--- src/rtl/dither_pkg.sv ---
// Shared image defaults and the writeback state encoding.
package dither_pkg;

  localparam int IMAGEX     = 64;
  localparam int IMAGEY     = 64;
  localparam int IMAGE_SIZE = IMAGEX * IMAGEY;
  localparam int RGB_SIZE   = 8;

  typedef enum logic [1:0] {
    IDLE  = 2'd0,
    WRITE = 2'd1,
    DONE  = 2'd2
  } wb_state_e;

  // Counter width for a range of n values; never narrower than one bit.
  function automatic int cnt_w(input int n);
    return (n > 1) ? $clog2(n) : 1;
  endfunction

endpackage

--- src/rtl/pixel_writeback_if.sv ---
// Pixel stream in, frame-RAM write port out.
// master = upstream/RAM side, slave = pixel_writeback.
interface pixel_writeback_if #(
  parameter int RGB_SIZE = dither_pkg::RGB_SIZE,
  parameter int ADDR_W   = 16
);
  logic                in_valid;
  logic [RGB_SIZE-1:0] in_data;
  logic                in_ready;
  logic                wr_en;
  logic [ADDR_W-1:0]   wr_addr;
  logic [RGB_SIZE-1:0] wr_data;

  modport master (
    output in_valid, in_data,
    input  in_ready, wr_en, wr_addr, wr_data
  );

  modport slave (
    input  in_valid, in_data,
    output in_ready, wr_en, wr_addr, wr_data
  );
endinterface

--- src/rtl/raster_counter.sv ---
// Row-major x/y raster position with last-column and last-pixel flags.
module raster_counter #(
  parameter int IMAGEX = dither_pkg::IMAGEX,
  parameter int IMAGEY = dither_pkg::IMAGEY,
  parameter int XW     = dither_pkg::cnt_w(IMAGEX),
  parameter int YW     = dither_pkg::cnt_w(IMAGEY)
) (
  input  logic          clk,
  input  logic          rst,
  input  logic          clear,
  input  logic          advance,
  output logic [XW-1:0] x,
  output logic [YW-1:0] y,
  output logic          last_col,
  output logic          last_pix
);

  logic [XW-1:0] x_q, x_d;
  logic [YW-1:0] y_q, y_d;

  assign last_col = (x_q == XW'(IMAGEX - 1));
  assign last_pix = last_col && (y_q == YW'(IMAGEY - 1));
  assign x        = x_q;
  assign y        = y_q;

  // Next position: clear wins, otherwise step along the row and wrap into the next one
  always_comb begin
    x_d = x_q;
    y_d = y_q;
    if (clear) begin
      x_d = '0;
      y_d = '0;
    end else if (advance) begin
      if (last_col) begin
        x_d = '0;
        y_d = last_pix ? '0 : y_q + 1'b1;
      end else begin
        x_d = x_q + 1'b1;
      end
    end
  end

  // Position register
  always_ff @(posedge clk) begin
    if (rst) begin
      x_q <= '0;
      y_q <= '0;
    end else begin
      x_q <= x_d;
      y_q <= y_d;
    end
  end

endmodule

--- src/rtl/pixel_writeback.sv ---
// Writes one frame of incoming pixels into frame RAM in row-major order.
// Optional feature: define PIXEL_WRITEBACK_ROW_DONE_EN to get a row_done
// pulse alongside each last-column write; otherwise row_done is tied low.
module pixel_writeback #(
  parameter int IMAGEX   = dither_pkg::IMAGEX,
  parameter int IMAGEY   = dither_pkg::IMAGEY,
  parameter int RGB_SIZE = dither_pkg::RGB_SIZE,
  parameter int ADDR_W   = 16
) (
  input  logic              clk,
  input  logic              rst,
  input  logic              start,
  input  logic              abort,
  pixel_writeback_if.slave  bus,
  output logic              busy,
  output logic              frame_done,
  output logic              row_done
);
  import dither_pkg::*;

  localparam int XW = cnt_w(IMAGEX);
  localparam int YW = cnt_w(IMAGEY);

  wb_state_e state_q, state_d;

  logic [XW-1:0]       x;
  logic [YW-1:0]       y;
  logic                last_col, last_pix;
  logic                clear_cnt, ready, accept;

  logic                wr_en_q, wr_en_d;
  logic [ADDR_W-1:0]   wr_addr_q, wr_addr_d;
  logic [RGB_SIZE-1:0] wr_data_q, wr_data_d;

  // Only WRITE takes pixels; abort and rst shut the door in the same cycle
  always_comb begin
    ready  = (state_q == WRITE) && !abort && !rst;
    accept = bus.in_valid && ready;
  end

  assign bus.in_ready = ready;

  raster_counter #(
    .IMAGEX (IMAGEX),
    .IMAGEY (IMAGEY),
    .XW     (XW),
    .YW     (YW)
  ) u_raster (
    .clk      (clk),
    .rst      (rst),
    .clear    (clear_cnt),
    .advance  (accept),
    .x        (x),
    .y        (y),
    .last_col (last_col),
    .last_pix (last_pix)
  );

  // Frame sequencing; abort beats start, DONE lasts exactly one cycle
  always_comb begin
    state_d   = state_q;
    clear_cnt = 1'b0;
    case (state_q)
      IDLE: begin
        if (start && !abort) begin
          state_d   = WRITE;
          clear_cnt = 1'b1;
        end
      end
      WRITE: begin
        if (abort)                  state_d = IDLE;
        else if (accept && last_pix) state_d = DONE;
      end
      DONE:    state_d = IDLE;
      default: state_d = IDLE;
    endcase
  end

  // Register the accepted pixel as a one-cycle write; address/data hold between writes
  always_comb begin
    wr_en_d   = accept;
    wr_addr_d = wr_addr_q;
    wr_data_d = wr_data_q;
    if (accept) begin
      wr_addr_d = ADDR_W'(y) * ADDR_W'(IMAGEX) + ADDR_W'(x);
      wr_data_d = bus.in_data;
    end
  end

  // State and write-port registers
  always_ff @(posedge clk) begin
    if (rst) begin
      state_q   <= IDLE;
      wr_en_q   <= 1'b0;
      wr_addr_q <= '0;
      wr_data_q <= '0;
    end else begin
      state_q   <= state_d;
      wr_en_q   <= wr_en_d;
      wr_addr_q <= wr_addr_d;
      wr_data_q <= wr_data_d;
    end
  end

  assign bus.wr_en   = wr_en_q;
  assign bus.wr_addr = wr_addr_q;
  assign bus.wr_data = wr_data_q;
  assign busy        = (state_q != IDLE);
  // DONE coincides with the final write, so the pulse lines up with it
  assign frame_done  = (state_q == DONE);

`ifdef PIXEL_WRITEBACK_ROW_DONE_EN
  logic row_done_q, row_done_d;

  // Mark the write of every row's last column, final row included
  always_comb row_done_d = accept && last_col;

  // Row-done register, aligned with wr_en
  always_ff @(posedge clk) begin
    if (rst) row_done_q <= 1'b0;
    else     row_done_q <= row_done_d;
  end

  assign row_done = row_done_q;
`else
  // The counter still needs last_col internally for wrapping
  logic last_col_unused;
  assign last_col_unused = last_col;
  assign row_done        = 1'b0;
`endif

endmodule

--- src/flat_wrapper.sv ---
// flat-port wrapper written by rule: the top's interface ports become plain ports
module pixel_writeback_flat import dither_pkg::*;
#(
  parameter int IMAGEX   = dither_pkg::IMAGEX,
  parameter int IMAGEY   = dither_pkg::IMAGEY,
  parameter int RGB_SIZE = dither_pkg::RGB_SIZE,
  parameter int ADDR_W   = 16
)
  (clk, rst, start, abort, busy, frame_done, row_done, bus_in_valid, bus_in_data, bus_in_ready, bus_wr_en, bus_wr_addr, bus_wr_data);
  pixel_writeback_if #(.RGB_SIZE(RGB_SIZE), .ADDR_W(ADDR_W)) bus_i ();
  input  logic clk;
  input  logic rst;
  input  logic start;
  input  logic abort;
  output logic busy;
  output logic frame_done;
  output logic row_done;
  input wire logic [$bits(bus_i.in_valid)-1:0] bus_in_valid;
  input wire logic [$bits(bus_i.in_data)-1:0] bus_in_data;
  output wire logic [$bits(bus_i.in_ready)-1:0] bus_in_ready;
  output wire logic [$bits(bus_i.wr_en)-1:0] bus_wr_en;
  output wire logic [$bits(bus_i.wr_addr)-1:0] bus_wr_addr;
  output wire logic [$bits(bus_i.wr_data)-1:0] bus_wr_data;
  assign bus_i.in_valid = bus_in_valid;
  assign bus_i.in_data = bus_in_data;
  assign bus_in_ready = bus_i.in_ready;
  assign bus_wr_en = bus_i.wr_en;
  assign bus_wr_addr = bus_i.wr_addr;
  assign bus_wr_data = bus_i.wr_data;
  pixel_writeback #(.IMAGEX(IMAGEX), .IMAGEY(IMAGEY), .RGB_SIZE(RGB_SIZE), .ADDR_W(ADDR_W)) u_core (.clk(clk), .rst(rst), .start(start), .abort(abort), .bus(bus_i), .busy(busy), .frame_done(frame_done), .row_done(row_done));
endmodule
--- config.mk ---
export PLATFORM = sky130hd
export DESIGN_NAME = pixel_writeback_flat
export DESIGN_NICKNAME = d
export VERILOG_FILES = /design/src/rtl/dither_pkg.sv /design/src/rtl/pixel_writeback_if.sv /design/src/rtl/raster_counter.sv /design/src/rtl/pixel_writeback.sv /design/src/flat_wrapper.sv
export SDC_FILE = /design/constraint.sdc
export NUM_CORES = 1
export LEC_CHECK = 0
export CORE_ASPECT_RATIO = 0.75
export CORE_UTILIZATION = 35
export DETAILED_ROUTE_END_ITERATION = 8
export GPL_TIMING_DRIVEN = 0
export PLACE_DENSITY = 0.62
export SLEW_MARGIN = 30
export SYNTH_ARGS = -nofsm -noshare
export SYNTH_HDL_FRONTEND = slang
export SYNTH_SLANG_ARGS = --single-unit
--- constraint.sdc ---
create_clock -name clk -period 4.1 [get_ports clk]
set_clock_uncertainty 0.1 [all_clocks]
set_input_delay 0.615 -clock clk [delete_from_list [all_inputs] [get_ports clk]]
set_output_delay 0.615 -clock clk [all_outputs]
set_load 0.01 [all_outputs]
==> qor.json <==
{
  "clk_pin_slew_worst_paths": {"value": 0.07, "unit": "ns"},
  "synthesized_netlist_cell_count": {"value": 171},
  "synthDominantCellAreaShare": {"value": 48.0, "unit": "%"},
  "area_growth_syn_to_layout": {"value": 35.8, "unit": "%"},
  "slowest_delay": {"value": 0.53, "unit": "ns"},
  "postSynthAreaPerCell": {"value": 8.53, "unit": "um2"},
  "final_area": {"value": 1980, "unit": "um2"},
  "synthDistinctLibCells": {"value": 33},
  "grt_pass1_wl": {"value": 5.52, "unit": "mm"},
  "timing.final.max_slew_violations": {"value": 0},
  "diodes": {"value": 0},
  "dr_total_vias": {"value": 1297},
  "setup.worst_path.start_class": {"value": "primary input"},
  "rsz0062_at_grt": {"value": "false"},
  "post-route-drc-count": {"value": 0},
  "cts_repair_resize_count": {"value": 0},
  "hold_viol": {"value": 0},
  "crit_required": {"value": 3.38, "unit": "ns"},
  "initial_core_util": {"value": 38.1, "unit": "%"},
  "total_leakage_power": {"value": 0.804, "unit": "nW"},
  "cts_setup_buffers": {"value": 0},
  "via_per_inst": {"value": 4.79},
  "final_cell_mix": {"value": "sky130_fd_sc_hd__nand2_1, sky130_fd_sc_hd__clkdlybuf4s50_1, sky130_fd_sc_hd__dfxtp_1, sky130_fd_sc_hd__nand3b_1, sky130_fd_sc_hd__nor2_1"},
  "final.setup.tns": {"value": 0, "unit": "ns"},
  "crit_path_max_fanout": {"value": 6},
  "maxCapViolations": {"value": 0},
  "design.die.area": {"value": 4430, "unit": "um2"},
  "fp.dieW": {"value": 76.6, "unit": "um"},
  "wl_per_cell": {"value": 12.4, "unit": "um"},
  "boundaryPins": {"value": 42},
  "track_usage": {"value": 16.1, "unit": "%"},
  "ws_path_type": {"value": "in -> out"},
  "power_per_cell_area": {"value": 312, "unit": "nW/um2"},
  "post_synthesis_instance_area": {"value": 1460, "unit": "um2"},
  "htree_levels": {"value": 2},
  "drt_wl_total": {"value": 3.36, "unit": "mm"},
  "synth_seq_cells": {"value": 35},
  "ys_warn_count": {"value": 0},
  "place_congestion": {"value": 0.909},
  "dp.final_hpwl": {"value": 2.47, "unit": "mm"},
  "most_common_cell_after_layout_fill_and_taps_aside": {"value": "sky130_fd_sc_hd__nand2_1"},
  "grt_start_max_net_pins": {"value": 11},
  "hp-class": {"value": "reg -> reg"},
  "layout-drive-gt1-share": {"value": 8.68, "unit": "%"},
  "final.setup.worst_slack": {"value": 0.990, "unit": "ns"},
  "place_worst_setup_slack": {"value": 1.02, "unit": "ns"},
  "layout.nets": {"value": 233},
  "detail-route-antenna-nets": {"value": 0},
  "port_buffers": {"value": 36},
  "timing.critical_path.to_type": {"value": "primary output"},
  "placement.cell_area": {"value": 1900, "unit": "um2"},
  "core-area": {"value": 3830, "unit": "um2"},
  "crit_arrival": {"value": 2.39, "unit": "ns"},
  "synthArstFlopShare": {"value": 0, "unit": "%"},
  "synth_edf_count": {"value": 0},
  "cts_root_buffer": {"value": "sky130_fd_sc_hd__clkbuf_8"},
  "final_min_period_over_clock_period": {"value": 75.8, "unit": "%"},
  "first_global_vias": {"value": 1190},
  "final_cell_count_no_fill": {"value": 271},
  "slowest_cell_on_crit_path": {"value": "sky130_fd_sc_hd__clkdlybuf4s50_1"},
  "max_freq": {"value": 0.322, "unit": "GHz"},
  "numCtsBuffers": {"value": 5},
  "path_cells": {"value": "clkdlybuf4s50_1, or4b_1, buf_2, clkinv_4, clkdlybuf4s50_1"},
  "die_y": {"value": 57.9, "unit": "um"},
  "minimum_clock_period_after_layout": {"value": 3.11, "unit": "ns"},
  "synthDominantAreaCellType": {"value": "sky130_fd_sc_hd__dfxtp_1"},
  "grt-ovfl-total": {"value": 0},
  "placed_cells": {"value": 263},
  "drt-initial-drc-count": {"value": 32},
  "antenna_found_initial": {"value": 0},
  "critical-path-top-cell-by-count": {"value": "sky130_fd_sc_hd__clkdlybuf4s50_1"},
  "setup_violations": {"value": 0},
  "worst_ir_drop_vdd": {"value": 0.248, "unit": "mV"},
  "clock_sinks": {"value": 35},
  "synth-main-ff-cell": {"value": "sky130_fd_sc_hd__dfxtp_1"},
  "placement_row_count": {"value": 19},
  "insertion_delay": {"value": 0.28, "unit": "ns"},
  "firstDrtPassIters": {"value": 4},
  "sequential_cell_area_fraction_in_the_yosys_report": {"value": 48.0, "unit": "%"},
  "tritoncts_clock_tree": {"value": "yes"},
  "ctsLongestPathBuffers": {"value": 2},
  "synth_top_cells_by_area": {"value": "sky130_fd_sc_hd__dfxtp_1, sky130_fd_sc_hd__nand2_1, sky130_fd_sc_hd__nand3b_1"},
  "run_status": {"value": "complete, no violations"},
  "holdBufCountCts": {"value": 0}
}
[metrics by stage]
| stage | total power, mW | util (%) | hold slack (ns) |
|---|---|---|---|
| floorplan | 0.369 | - | 0.343 |
| global placement | 0.389 | 49.6 | 0.349 |
| detailed placement | 0.389 | 49.6 | 0.350 |
| CTS | 0.623 | 51.7 | 0.360 |
| global route | 0.645 | 51.7 | 0.383 |
| finish | 0.619 | 51.7 | 0.358 |
[synthesized netlist by cell type, types with 2 or more instances]
library cell               instances
sky130_fd_sc_hd__nand2_1          45
sky130_fd_sc_hd__dfxtp_1          35
sky130_fd_sc_hd__nand3b_1         19
sky130_fd_sc_hd__nor2_1           10
sky130_fd_sc_hd__a21oi_1           6
sky130_fd_sc_hd__nand4_1           6
sky130_fd_sc_hd__buf_4             5
sky130_fd_sc_hd__xnor2_1           4
sky130_fd_sc_hd__buf_2             3
sky130_fd_sc_hd__nand3_1           3
sky130_fd_sc_hd__o21ai_0           3
sky130_fd_sc_hd__xor2_1            3
sky130_fd_sc_hd__buf_1             2
sky130_fd_sc_hd__clkbuf_1          2
sky130_fd_sc_hd__ha_1              2
sky130_fd_sc_hd__inv_1             2
sky130_fd_sc_hd__nor3_1            2
sky130_fd_sc_hd__nor4_1            2
sky130_fd_sc_hd__or2_2             2
sky130_fd_sc_hd__or3_1             2
[cell families after synthesis]
group / share of synthesized area, %
AND/OR/NAND/NOR: 34.6
flip-flops: 48.0
buffers and inverters: 5.75
AO/OA/AOI/OAI: 4.72
XOR/XNOR: 4.20
adder cells (fa/ha/maj): 1.71
other: 0.257
multiplexers: 0.686
[worst max-delay path: cells and delay by family]
| family | cells | cell delay (ns) |
|---|---|---|
| simple gates | 1 | 0.50 |
| buf+inv | 4 | 1.28 |
[worst paths after layout]
| path | startpoint | end | slack, ns | cells after the start |
|---|---|---|---|---|
| max | rst | bus_in_ready | 0.99 | 5 |
| min reg2reg | u_core.bus.wr_addr[0]$_SDFFE_PP0N_ | u_core.bus.wr_addr[0]$_SDFFE_PP0N_ | 0.36 | 2 |
| min | u_core.bus.wr_addr[0]$_SDFFE_PP0N_ | u_core.bus.wr_addr[0]$_SDFFE_PP0N_ | 0.36 | 2 |
| max reg2reg | u_core.state_q[1]$_SDFFE_PP0P_ | u_core.u_raster.x[5]$_SDFFE_PP0N_ | 2.08 | 6 |
[registers in the layout, indices dropped and copies added (netlist names)]
name,flops
u_core.bus.wr_addr,12
u_core.bus.wr_data,8
u_core.bus.wr_en,1
u_core.state_q,2
u_core.u_raster.x,6
u_core.u_raster.y,6
[report_power, final]
group	leakage (nW)	internal (mW)	switching [mW]
Combinational	0.480	0.0229	0.0161
Clock	0.0422	0.119	0.118
Sequential	0.282	0.342	0.00133
[metal layers]
layer | global-route usage, % | wire (um) | vias to the layer above
li1 | - | - | 656
met1 | 22.0 | 1790 | 602
met2 | 23.9 | 1380 | 34
met3 | 4.88 | 152 | 5
met4 | 6.04 | 36 | 0
met5 | 0 | 0 | -
[area by class of cell]
| type | count | area [um2] |
|---|---|---|
| fillers | 360 | 1850 |
| flip-flops and latches | 35 | 701 |
| multi-input cells | 125 | 689 |
| repair buffers | 36 | 360 |
| clock buffers | 7 | 76.3 |
| plain buffers | 12 | 67.6 |
| well taps | 52 | 65.1 |
| inverters | 3 | 16.3 |
| clock inverters | 1 | 5.00 |
Note: power is estimated with default switching activity, not from simulation.
